$ cat config.mk
export PLATFORM = sky130hd
export DESIGN_NAME = core_seq_ctrl_flat
export DESIGN_NICKNAME = d
export VERILOG_FILES = /design/src/rtl/core_seq_ctrl_pkg.sv /design/src/rtl/core_seq_ctrl_if.sv /design/src/rtl/core_seq_ctrl.sv /design/src/flat_wrapper.sv
export SDC_FILE = /design/constraint.sdc
export NUM_CORES = 1
export LEC_CHECK = 0
export ABC_AREA = 1
export CAP_MARGIN = 25
export CORE_MARGIN = 4
export CORE_UTILIZATION = 25
export CTS_CLUSTER_DIAMETER = 40
export DETAILED_ROUTE_END_ITERATION = 16
export PLACE_DENSITY = 0.43
export SYNTH_ARGS = -nofsm -noshare
export SYNTH_HDL_FRONTEND = slang
export SYNTH_SLANG_ARGS = --single-unit
$ cat constraint.sdc
create_clock -name clk -period 4.2 [get_ports clk]
set_clock_uncertainty 0.15 [all_clocks]
set_input_delay 0.42 -clock clk [delete_from_list [all_inputs] [get_ports clk]]
set_output_delay 0.42 -clock clk [all_outputs]
set_load 0.02 [all_outputs]
$ cat src/rtl/core_seq_ctrl_pkg.sv
// Shared types and instruction-word layout for the attention-core sequencer.
// Optional sum exchange/normalisation is enabled by defining SEQ_NORM_EN.
package core_seq_pkg;

    localparam int unsigned INST_W   = 30;

    localparam int unsigned KMEM_WR  = 0;
    localparam int unsigned KMEM_RD  = 1;
    localparam int unsigned QMEM_WR  = 2;
    localparam int unsigned QMEM_RD  = 3;
    localparam int unsigned PMEM_WR  = 4;
    localparam int unsigned PMEM_RD  = 5;
    localparam int unsigned EXECUTE  = 6;
    localparam int unsigned LOAD     = 7;
    localparam int unsigned OFIFO_RD = 8;
    localparam int unsigned DIV      = 9;
    localparam int unsigned ACC      = 10;
    localparam int unsigned ADDR_LSB = 11;
    localparam int unsigned ADDR_MSB = 16;

    localparam int unsigned CTL_W    = ADDR_LSB;
    localparam int unsigned ADDR_FW  = ADDR_MSB - ADDR_LSB + 1;

    typedef logic [CTL_W-1:0] ctl_t;

    localparam ctl_t C_KMEM_WR  = ctl_t'(1 << KMEM_WR);
    localparam ctl_t C_QMEM_WR  = ctl_t'(1 << QMEM_WR);
    localparam ctl_t C_KFETCH   = ctl_t'((1 << KMEM_RD) | (1 << LOAD));
    localparam ctl_t C_EXEC     = ctl_t'((1 << QMEM_RD) | (1 << EXECUTE) | (1 << PMEM_WR));
    localparam ctl_t C_PMEM_RD  = ctl_t'(1 << PMEM_RD);
    localparam ctl_t C_NORM     = ctl_t'((1 << DIV) | (1 << ACC) | (1 << PMEM_WR));
    localparam ctl_t C_OFIFO_RD = ctl_t'(1 << OFIFO_RD);

    typedef enum logic [3:0] {
        IDLE,
        KLOAD,
        QLOAD,
        KFETCH,
        EXEC,
        SUMX,
        NORM,
        DRAIN,
        DONE
    } seq_state_t;

    // Sub-steps of one sum-exchange row: push local sum, wait for peer, pop.
    typedef enum logic [1:0] {
        SX_WR,
        SX_WAIT,
        SX_POP
    } sumx_phase_t;

    function automatic logic [INST_W-1:0] inst_word(input ctl_t ctl,
                                                    input logic [ADDR_FW-1:0] a);
        logic [INST_W-1:0] w;
        w                     = '0;
        w[CTL_W-1:0]          = ctl;
        w[ADDR_MSB:ADDR_LSB]  = a;
        return w;
    endfunction

endpackage

$ cat src/rtl/core_seq_ctrl_if.sv
// Command/status bundle between a host and one core sequencer.
interface core_seq_ctrl_if
    import core_seq_pkg::*;
#(
    parameter int unsigned addr_bw = 6
);
    logic               start;
    logic [addr_bw-1:0] num_k;
    logic [addr_bw-1:0] num_q;
    logic               sum_ready;
    logic               ofifo_valid;
    logic [INST_W-1:0]  inst;
    logic               fifo_ext_rd;
    logic               wr_sum;
    logic               busy;
    logic               done;

    modport master (
        output start, num_k, num_q, sum_ready, ofifo_valid,
        input  inst, fifo_ext_rd, wr_sum, busy, done
    );

    modport slave (
        input  start, num_k, num_q, sum_ready, ofifo_valid,
        output inst, fifo_ext_rd, wr_sum, busy, done
    );
endinterface

$ cat src/rtl/core_seq_ctrl.sv
// Per-core instruction sequencer: one start pulse drives a full K/Q/exec/drain pass.
// Define SEQ_NORM_EN to add the per-row sum exchange and normalisation steps.
module core_seq_ctrl
    import core_seq_pkg::*;
#(
    parameter int unsigned col     = 8,
    parameter int unsigned pr      = 8,
    parameter int unsigned addr_bw = 6
) (
    input  logic         clk,
    input  logic         reset,
    core_seq_ctrl_if.slave bus
);

    if (col == 0 || col > (1 << addr_bw)) begin : g_col_chk
        $error("col must be 1..2^addr_bw so the address counter can reach col-1");
    end
    if (pr == 0) begin : g_pr_chk
        $error("pr must be non-zero");
    end

    localparam logic [addr_bw-1:0] COL_LAST = addr_bw'(col - 1);

    seq_state_t          state, nxt_state;
    logic [addr_bw-1:0]  addr, nxt_addr;
    logic [addr_bw-1:0]  pops, nxt_pops;
    logic [addr_bw-1:0]  k_cnt, nxt_k_cnt;
    logic [addr_bw-1:0]  q_cnt, nxt_q_cnt;
    logic [addr_bw-1:0]  k_last, q_last;
    logic                bubble, nxt_bubble;
    logic                enter_drain;
    logic [INST_W-1:0]   inst_q, nxt_inst;
    logic                busy_q, done_q, nxt_done;

`ifdef SEQ_NORM_EN
    logic [addr_bw-1:0]  row, nxt_row;
    sumx_phase_t         sphase, nxt_sphase;
    logic                wr_q, nxt_wr, pop_q, nxt_pop;
`endif

    function automatic logic [ADDR_FW-1:0] fa(input logic [addr_bw-1:0] a);
        return ADDR_FW'(a);
    endfunction

    assign k_last = k_cnt - 1'b1;
    assign q_last = q_cnt - 1'b1;

    // Every output is registered, so this block computes the word for the
    // cycle in which the next state is current.
    always_comb begin
        nxt_state   = state;
        nxt_addr    = addr;
        nxt_pops    = pops;
        nxt_k_cnt   = k_cnt;
        nxt_q_cnt   = q_cnt;
        nxt_bubble  = bubble;
        nxt_inst    = '0;
        nxt_done    = 1'b0;
        enter_drain = 1'b0;
`ifdef SEQ_NORM_EN
        nxt_row     = row;
        nxt_sphase  = sphase;
        nxt_wr      = 1'b0;
        nxt_pop     = 1'b0;
`endif
        case (state)
            IDLE: begin
                if (bus.start) begin
                    nxt_k_cnt = (bus.num_k == '0) ? addr_bw'(1) : bus.num_k;
                    nxt_q_cnt = (bus.num_q == '0) ? addr_bw'(1) : bus.num_q;
                    nxt_addr  = '0;
                    nxt_state = KLOAD;
                    nxt_inst  = inst_word(C_KMEM_WR, '0);
                end
            end
            KLOAD: begin
                if (addr == k_last) begin
                    nxt_state = QLOAD;
                    nxt_addr  = '0;
                    nxt_inst  = inst_word(C_QMEM_WR, '0);
                end else begin
                    nxt_addr  = addr + 1'b1;
                    nxt_inst  = inst_word(C_KMEM_WR, fa(addr + 1'b1));
                end
            end
            QLOAD: begin
                if (addr == q_last) begin
                    nxt_state = KFETCH;
                    nxt_addr  = '0;
                    nxt_inst  = inst_word(C_KFETCH, '0);
                end else begin
                    nxt_addr  = addr + 1'b1;
                    nxt_inst  = inst_word(C_QMEM_WR, fa(addr + 1'b1));
                end
            end
            KFETCH: begin
                if (bubble) begin
                    nxt_bubble = 1'b0;
                    nxt_state  = EXEC;
                    nxt_addr   = '0;
                    nxt_inst   = inst_word(C_EXEC, '0);
                end else if (addr == COL_LAST) begin
                    nxt_bubble = 1'b1;
                end else begin
                    nxt_addr   = addr + 1'b1;
                    nxt_inst   = inst_word(C_KFETCH, fa(addr + 1'b1));
                end
            end
            EXEC: begin
                if (addr == q_last) begin
`ifdef SEQ_NORM_EN
                    nxt_state  = SUMX;
                    nxt_row    = '0;
                    nxt_sphase = SX_WR;
                    nxt_wr     = 1'b1;
                    nxt_inst   = inst_word(C_PMEM_RD, '0);
`else
                    enter_drain = 1'b1;
`endif
                end else begin
                    nxt_addr  = addr + 1'b1;
                    nxt_inst  = inst_word(C_EXEC, fa(addr + 1'b1));
                end
            end
`ifdef SEQ_NORM_EN
            SUMX: begin
                case (sphase)
                    SX_WR, SX_WAIT: begin
                        if (bus.sum_ready) begin
                            nxt_sphase = SX_POP;
                            nxt_pop    = 1'b1;
                        end else begin
                            nxt_sphase = SX_WAIT;
                        end
                    end
                    SX_POP: begin
                        nxt_state = NORM;
                        nxt_inst  = inst_word(C_NORM, fa(row));
                    end
                    default: nxt_sphase = SX_WR;
                endcase
            end
            NORM: begin
                if (row == q_last) begin
                    enter_drain = 1'b1;
                end else begin
                    nxt_row    = row + 1'b1;
                    nxt_state  = SUMX;
                    nxt_sphase = SX_WR;
                    nxt_wr     = 1'b1;
                    nxt_inst   = inst_word(C_PMEM_RD, fa(row + 1'b1));
                end
            end
`endif
            DRAIN: begin
                if (pops == q_cnt) begin
                    nxt_state = DONE;
                end else if (bus.ofifo_valid) begin
                    nxt_pops  = pops + 1'b1;
                    nxt_inst  = inst_word(C_OFIFO_RD, '0);
                end
            end
            DONE: begin
                nxt_state = IDLE;
                nxt_done  = 1'b1;
            end
            default: nxt_state = IDLE;
        endcase

        // The first pop may already issue on the entering edge.
        if (enter_drain) begin
            nxt_state = DRAIN;
            nxt_pops  = bus.ofifo_valid ? addr_bw'(1) : '0;
            nxt_inst  = bus.ofifo_valid ? inst_word(C_OFIFO_RD, '0) : '0;
        end
    end

    always_ff @(posedge clk or posedge reset) begin
        if (reset) begin
            state  <= IDLE;
            addr   <= '0;
            pops   <= '0;
            k_cnt  <= '0;
            q_cnt  <= '0;
            bubble <= 1'b0;
            inst_q <= '0;
            busy_q <= 1'b0;
            done_q <= 1'b0;
        end else begin
            state  <= nxt_state;
            addr   <= nxt_addr;
            pops   <= nxt_pops;
            k_cnt  <= nxt_k_cnt;
            q_cnt  <= nxt_q_cnt;
            bubble <= nxt_bubble;
            inst_q <= nxt_inst;
            busy_q <= (nxt_state != IDLE);
            done_q <= nxt_done;
        end
    end

`ifdef SEQ_NORM_EN
    always_ff @(posedge clk or posedge reset) begin
        if (reset) begin
            row    <= '0;
            sphase <= SX_WR;
            wr_q   <= 1'b0;
            pop_q  <= 1'b0;
        end else begin
            row    <= nxt_row;
            sphase <= nxt_sphase;
            wr_q   <= nxt_wr;
            pop_q  <= nxt_pop;
        end
    end

    assign bus.wr_sum      = wr_q;
    assign bus.fifo_ext_rd = pop_q;
`else
    assign bus.wr_sum      = 1'b0;
    assign bus.fifo_ext_rd = 1'b0;
`endif

    assign bus.inst = inst_q;
    assign bus.busy = busy_q;
    assign bus.done = done_q;

endmodule

$ cat src/flat_wrapper.sv
// flat-port wrapper written by rule: the top's interface ports become plain ports
module core_seq_ctrl_flat import core_seq_pkg::*;
#(
    parameter int unsigned col     = 8,
    parameter int unsigned pr      = 8,
    parameter int unsigned addr_bw = 6
)
  (clk, reset, bus_start, bus_num_k, bus_num_q, bus_sum_ready, bus_ofifo_valid, bus_inst, bus_fifo_ext_rd, bus_wr_sum, bus_busy, bus_done);
  core_seq_ctrl_if #(.addr_bw(addr_bw)) bus_i ();
  input  logic clk;
  input  logic reset;
  input wire logic [$bits(bus_i.start)-1:0] bus_start;
  input wire logic [$bits(bus_i.num_k)-1:0] bus_num_k;
  input wire logic [$bits(bus_i.num_q)-1:0] bus_num_q;
  input wire logic [$bits(bus_i.sum_ready)-1:0] bus_sum_ready;
  input wire logic [$bits(bus_i.ofifo_valid)-1:0] bus_ofifo_valid;
  output wire logic [$bits(bus_i.inst)-1:0] bus_inst;
  output wire logic [$bits(bus_i.fifo_ext_rd)-1:0] bus_fifo_ext_rd;
  output wire logic [$bits(bus_i.wr_sum)-1:0] bus_wr_sum;
  output wire logic [$bits(bus_i.busy)-1:0] bus_busy;
  output wire logic [$bits(bus_i.done)-1:0] bus_done;
  assign bus_i.start = bus_start;
  assign bus_i.num_k = bus_num_k;
  assign bus_i.num_q = bus_num_q;
  assign bus_i.sum_ready = bus_sum_ready;
  assign bus_i.ofifo_valid = bus_ofifo_valid;
  assign bus_inst = bus_i.inst;
  assign bus_fifo_ext_rd = bus_i.fifo_ext_rd;
  assign bus_wr_sum = bus_i.wr_sum;
  assign bus_busy = bus_i.busy;
  assign bus_done = bus_i.done;
  core_seq_ctrl #(.col(col), .pr(pr), .addr_bw(addr_bw)) u_core (.clk(clk), .reset(reset), .bus(bus_i));
endmodule
* Yosys cells after proc, flatten, opt, wreduce, memory -nomap -nowiden *
Cells that the tools add are included.

word-level totals
  register bits after elaboration = 61

operators by class
  add/sub/neg operators = 4
  eq/ne operators = 14
  mux-type cells = 36
  reductions and logical operators = 10

operators with widths
  kind                                                  number
  one-hot mux 30 bit (6 select lines)                   1
  two-way mux 30 bit                                    3
  two-way mux 6 bit                                     12
  two-way mux 17 bit                                    4
  one-hot mux 6 bit (5 select lines)                    1
  two-way mux 4 bit                                     6
  one-hot mux 4 bit (6 select lines)                    1
  equality test 6 bit                                   3
  adder 6 x 1 -> 6 bit (second input constant)          2
  zero test 6 bit                                       2
  subtractor 6 x 1 -> 6 bit (second input constant)     2
  two-way mux 9 bit                                     1
  equality test 4 x 2 -> 1 bit (second input constant)  2
  equality test 4 x 3 -> 1 bit (second input constant)  2
  two-way mux 1 bit                                     7
  equality test 6 x 3 -> 1 bit (second input constant)  1
  nonzero test 5 bit                                    1
  equality test 4 x 1 -> 1 bit (second input constant)  1
  equality test 4 bit (second input constant)           1
  zero test 4 bit                                       1
  != test 2 bit (second input constant)                 2
  AND reduction 4 bit                                   1
  nonzero test 2 bit                                    2
  nonzero test 4 bit                                    1
  other kinds (4)                                       4

* Depth between registers and ports, before layout *
  depth in word-level cells = 6
  mapped depth = 13
  gate-level depth less buffers = 13

* Least setup slack after synthesis *
OpenSTA, ideal clock, no wires.

  path kind = register -> register
  from = reg u_core.q_cnt[1]
  to = reg u_core.pops[1]
  setup time = 0.113 ns
  data arrival time = 1.582 ns
  path slack = 2.356 ns
  cell stages (with the launch flop) = 14
  path buffers = 1
  path through = dfrtp_1 -> inv_1 -> ha_1 -> inv_1 -> nand2_1 -> nand2_1 -> nor2_1 -> nand2_1 -> nor2_4 -> nand4_2 -> buf_6 -> nand2_2 -> o21a_1 -> inv_1

between the ends
  word-level cells in the longest chain between the ends = 6

RTL lines
  what                                                                           line                  RTL
  from (decl)                                                                    core_seq_ctrl.sv:28   logic [addr_bw-1:0] q_cnt, nxt_q_cnt;
  from (signal assigned)                                                         core_seq_ctrl.sv:194  q_cnt <= nxt_q_cnt;
  subtractor 6 x 1 -> 6 bit                                                      core_seq_ctrl.sv:46   assign q_last = q_cnt - 1'b1;
  equality test 6 bit                                                            core_seq_ctrl.sv:110  if (addr == q_last) begin
  two-way mux 1 bit                                                              core_seq_ctrl.sv:110
  two-way mux 1 bit                                                              core_seq_ctrl.sv:66   case (state)
  != test 2 x 1 -> 1 bit (no line) / nonzero test 2 bit (equally long branches)  -
  AND reduction 3 bit (no line)                                                  -
  to (signal assigned)                                                           core_seq_ctrl.sv:192  pops <= nxt_pops;
  to (decl)                                                                      core_seq_ctrl.sv:26   logic [addr_bw-1:0] pops, nxt_pops;

Parallel ways exist; a longest one is shown, timed or not.
A chain may end at the register's enable or synchronous reset.

* Final worst setup path *
  from = reg u_core.q_cnt[0]
  to = reg u_core.addr[5]

between the ends
  word-level cells in the longest chain between the ends = 4

RTL lines
  what                                                                              line                                       RTL
  subtractor 6 x 1 -> 6 bit *                                                       core_seq_ctrl.sv:46
  equality test 6 bit *                                                             core_seq_ctrl.sv:87, core_seq_ctrl.sv:110
  two-way mux 6 bit / != test 2 bit (equally long branches)                         -
  one-hot mux 6 bit (5 select lines) / AND reduction 4 bit (equally long branches)  -
  to (signal assigned)                                                              core_seq_ctrl.sv:191                       addr <= nxt_addr;
  to (decl)                                                                         core_seq_ctrl.sv:25                        logic [addr_bw-1:0] addr, nxt_addr;

Mark *: on every way between the ends. The rest lies on a longest branch, timed or not.

==> results_dict.tcl <==
set metrics [dict create \
    path_clk_slew_ns 0.09 \
    row_count 38 \
    cts.sinks 42 \
    crit_chain "inv_2, ha_1, inv_1, nand2_1, nand2_1, nor2_1, nand2_1, nor2_4, nand4_2, nand2_1, nor2_2, nand2_1, nand2_1" \
    ys_seq_elements 42 \
    drtAntennaViolNets 0 \
    cts_buffers 5 \
    grt_pass1_wl_um 11000 \
    cts_hold_buffers 0 \
    slowest_stage "dfrtp_1" \
    synthTopCellsByCount "nand2_1, inv_1, nand3_1, dfrtp_1, nor2_1" \
    avgSynthCellArea_um2 7.15 \
    hold_end "u_core.bus.done" \
    clkLatencyLatePin_ns 0.29 \
    drt_wl_total_um 6400 \
    area.growth.synth_to_final_pct 17.5 \
    drive_above_1_share_pct 8.63 \
    die_w_um 113 \
    cp_common_cell "nand2_1" \
    hold-path-cell-count 1 \
    finalHoldViolCount 0 \
    synth_seq_area_share_pct 38.2 \
    yosys_warnings 0 \
    finalNetCount 437 \
    crit_start "u_core.q_cnt[0]" \
    grt_max_degree 43 \
    outcome "completed" \
    netlist_instances 385 \
    antennaDiodeCount 0 \
    ys.flop_type "dfrtp_1" \
    ys_types 33 \
    drc_errors 0 \
    h-tree-depth 2 \
    finalSetupViolCount 0 \
    cts_setup_buffers 0 \
    die_y_um 113 \
    gr-usage-all-layers_pct 10.6 \
    p_leak_nw 1.64 \
    fin_crit_sh_pct 55.2 \
    arrival_ns 2.36 \
    antenna_found_initial 0 \
    initial_utilization_pct 25.5 \
    drt_iter0_markers 63 \
    tightest_slew_ns 0.680 \
    core_um2 10800 \
    r2r_end "u_core.addr[5]" \
    fin_tns_setup_ns 0 \
    synth_top_cell_area_share_pct 38.2 \
    cts_tree "yes" \
    start_kind "flop" \
    ys_async_sr_fraction_pct 100 \
    cts_resized 0 \
    port_buffers 31 \
    grt_pass1_vias 2239 \
    vias_per_cell 4.15 \
    max_clock_freq_mhz 432 \
    synth.most_common_cell "nand2_1" \
    ff2ff_setup_slack_ns 1.88 \
    peakVddDrop_mv 0.133 \
    relSlewSlack_pct 54.5 \
    dieArea_um2 12800 \
    place_congestion 0.829 \
    synthTopCellsByArea "dfrtp_1, nand2_1, nand3_1, inv_1, buf_4" \
    netlist_area_um2 2750 \
    rsz0062_at_grt "false" \
    min_period_ns 2.32 \
    p_per_area_nw_per_um2 231 \
    cts-root-buf "clkbuf_8" \
    cts_max_path_buffers 2 \
    num_io_pins 51 \
    critPathKind "flop to flop" \
    grt_overflow_total 0 \
    crit_path_max_fanout 11 \
    vias 2311 \
    min-delay-start "u_core.state[2]" \
    cp.required_ns 4.24 \
    r2r-start "u_core.q_cnt[0]" \
    rr_worst_depth 13 \
    yosys.area.top_type "dfrtp_1" \
    max_cap_violations 0 \
    cp-end-kind "flop" \
    finalPower_mw 0.749 \
    synth_edf_count 0 \
    hp-class "flop to flop" \
    slew_viol_final 0 \
    wl_per_cell_um 11.5 \
    max_stage_delay_ns 0.41 \
    dpl.hpwl_um 4930 \
    first_pass_iters 4 \
]
-- sequential cells by signal (all words and copies together) (netlist names) --
name             count
u_core.bus.busy      1
u_core.addr          6
u_core.pops          6
u_core.k_cnt         6
u_core.bus.done      1
u_core.q_cnt         6
u_core.bus.inst     11
u_core.bubble        1
u_core.state         4
-- cell type report --
cell class,count,area (um^2)
inverter,62,233
tap,140,175
fill,1205,7560
sequential,42,1050
multi-input combinational,273,1350
timing repair buffer,32,318
clock buffer,8,110
-- cells in the final DEF, fill, tap and decap left out, types with 5 or more instances in the layout --
cell / count
nand4_1: 6
clkbuf_8: 8
conb_1: 18
nor2_1: 22
inv_1: 49
inv_2: 11
clkdlybuf4s50_1: 31
o21ai_0: 12
nor3_1: 5
a21oi_1: 8
xor2_1: 10
nand3_1: 45
nand2_1: 114
dfrtp_1: 42
-- per-stage QoR --
step	utilization, %	hold slack, ns	setup WS, ns	instance area (um^2)	instances
floorplan	-	0.301	2.36	2820	402
detailed placement	29.0	0.334	1.88	3130	549
global route	30.0	0.380	1.61	3240	557
finish	30.0	0.341	1.88	3240	557
CTS	30.0	0.344	1.85	3240	557
global placement	29.0	0.326	1.88	3130	549
-- power breakdown --
group,leakage (nW),internal (mW),total [mW],switching (mW)
logic,1.10,0.0132,0.0390,0.0258
registers,0.486,0.404,0.404,0
clock network,0.0575,0.166,0.306,0.140
-- how the worst max path moves through the flow --
stage	to	cells past startpoint
6_report	u_core.addr[5]	13
5_1_grt	u_core.addr[1]	13
4_1_cts	u_core.addr[5]	12
3_5_place_dp	u_core.addr[5]	13
3_3_place_gp	u_core.addr[5]	13
2_1_floorplan	u_core.pops[1]	13
-- per-layer routing --
| layer | GRT usage (%) | part of all wire (%) | routed length, um |
|---|---|---|---|
| met5 | 0 | 0 | 0 |
| met4 | 2.96 | 0.98 | 63 |
| met3 | 2.41 | 4.9 | 312 |
| met2 | 16.9 | 45 | 2850 |
| met1 | 14.5 | 50 | 3170 |
-- kinds of logic (layout without fill, tap and decap cells) --
| logic type | Yosys count | in the layout | share of synthesized area [%] |
|---|---|---|---|
| compound gates | 28 | 28 | 5.54 |
| xor+xnor | 11 | 11 | 3.50 |
| fa+ha+maj | 4 | 4 | 1.82 |
| buf+inv | 87 | 102 | 15.1 |
| flops | 42 | 42 | 38.2 |
| other cells | 1 | 18 | 0.136 |
| simple gates | 212 | 212 | 35.7 |
-- worst max-delay path: cells and delay by family (launching register included) --
| family | cells | cell delay (ns) |
|---|---|---|
| adders and majority gates | 1 | 0.32 |
| DFF | 1 | 0.41 |
| and+or+nand+nor | 10 | 1.20 |
| buffers and inverters | 2 | 0.13 |
Note: power is estimated with default switching activity, not from simulation.
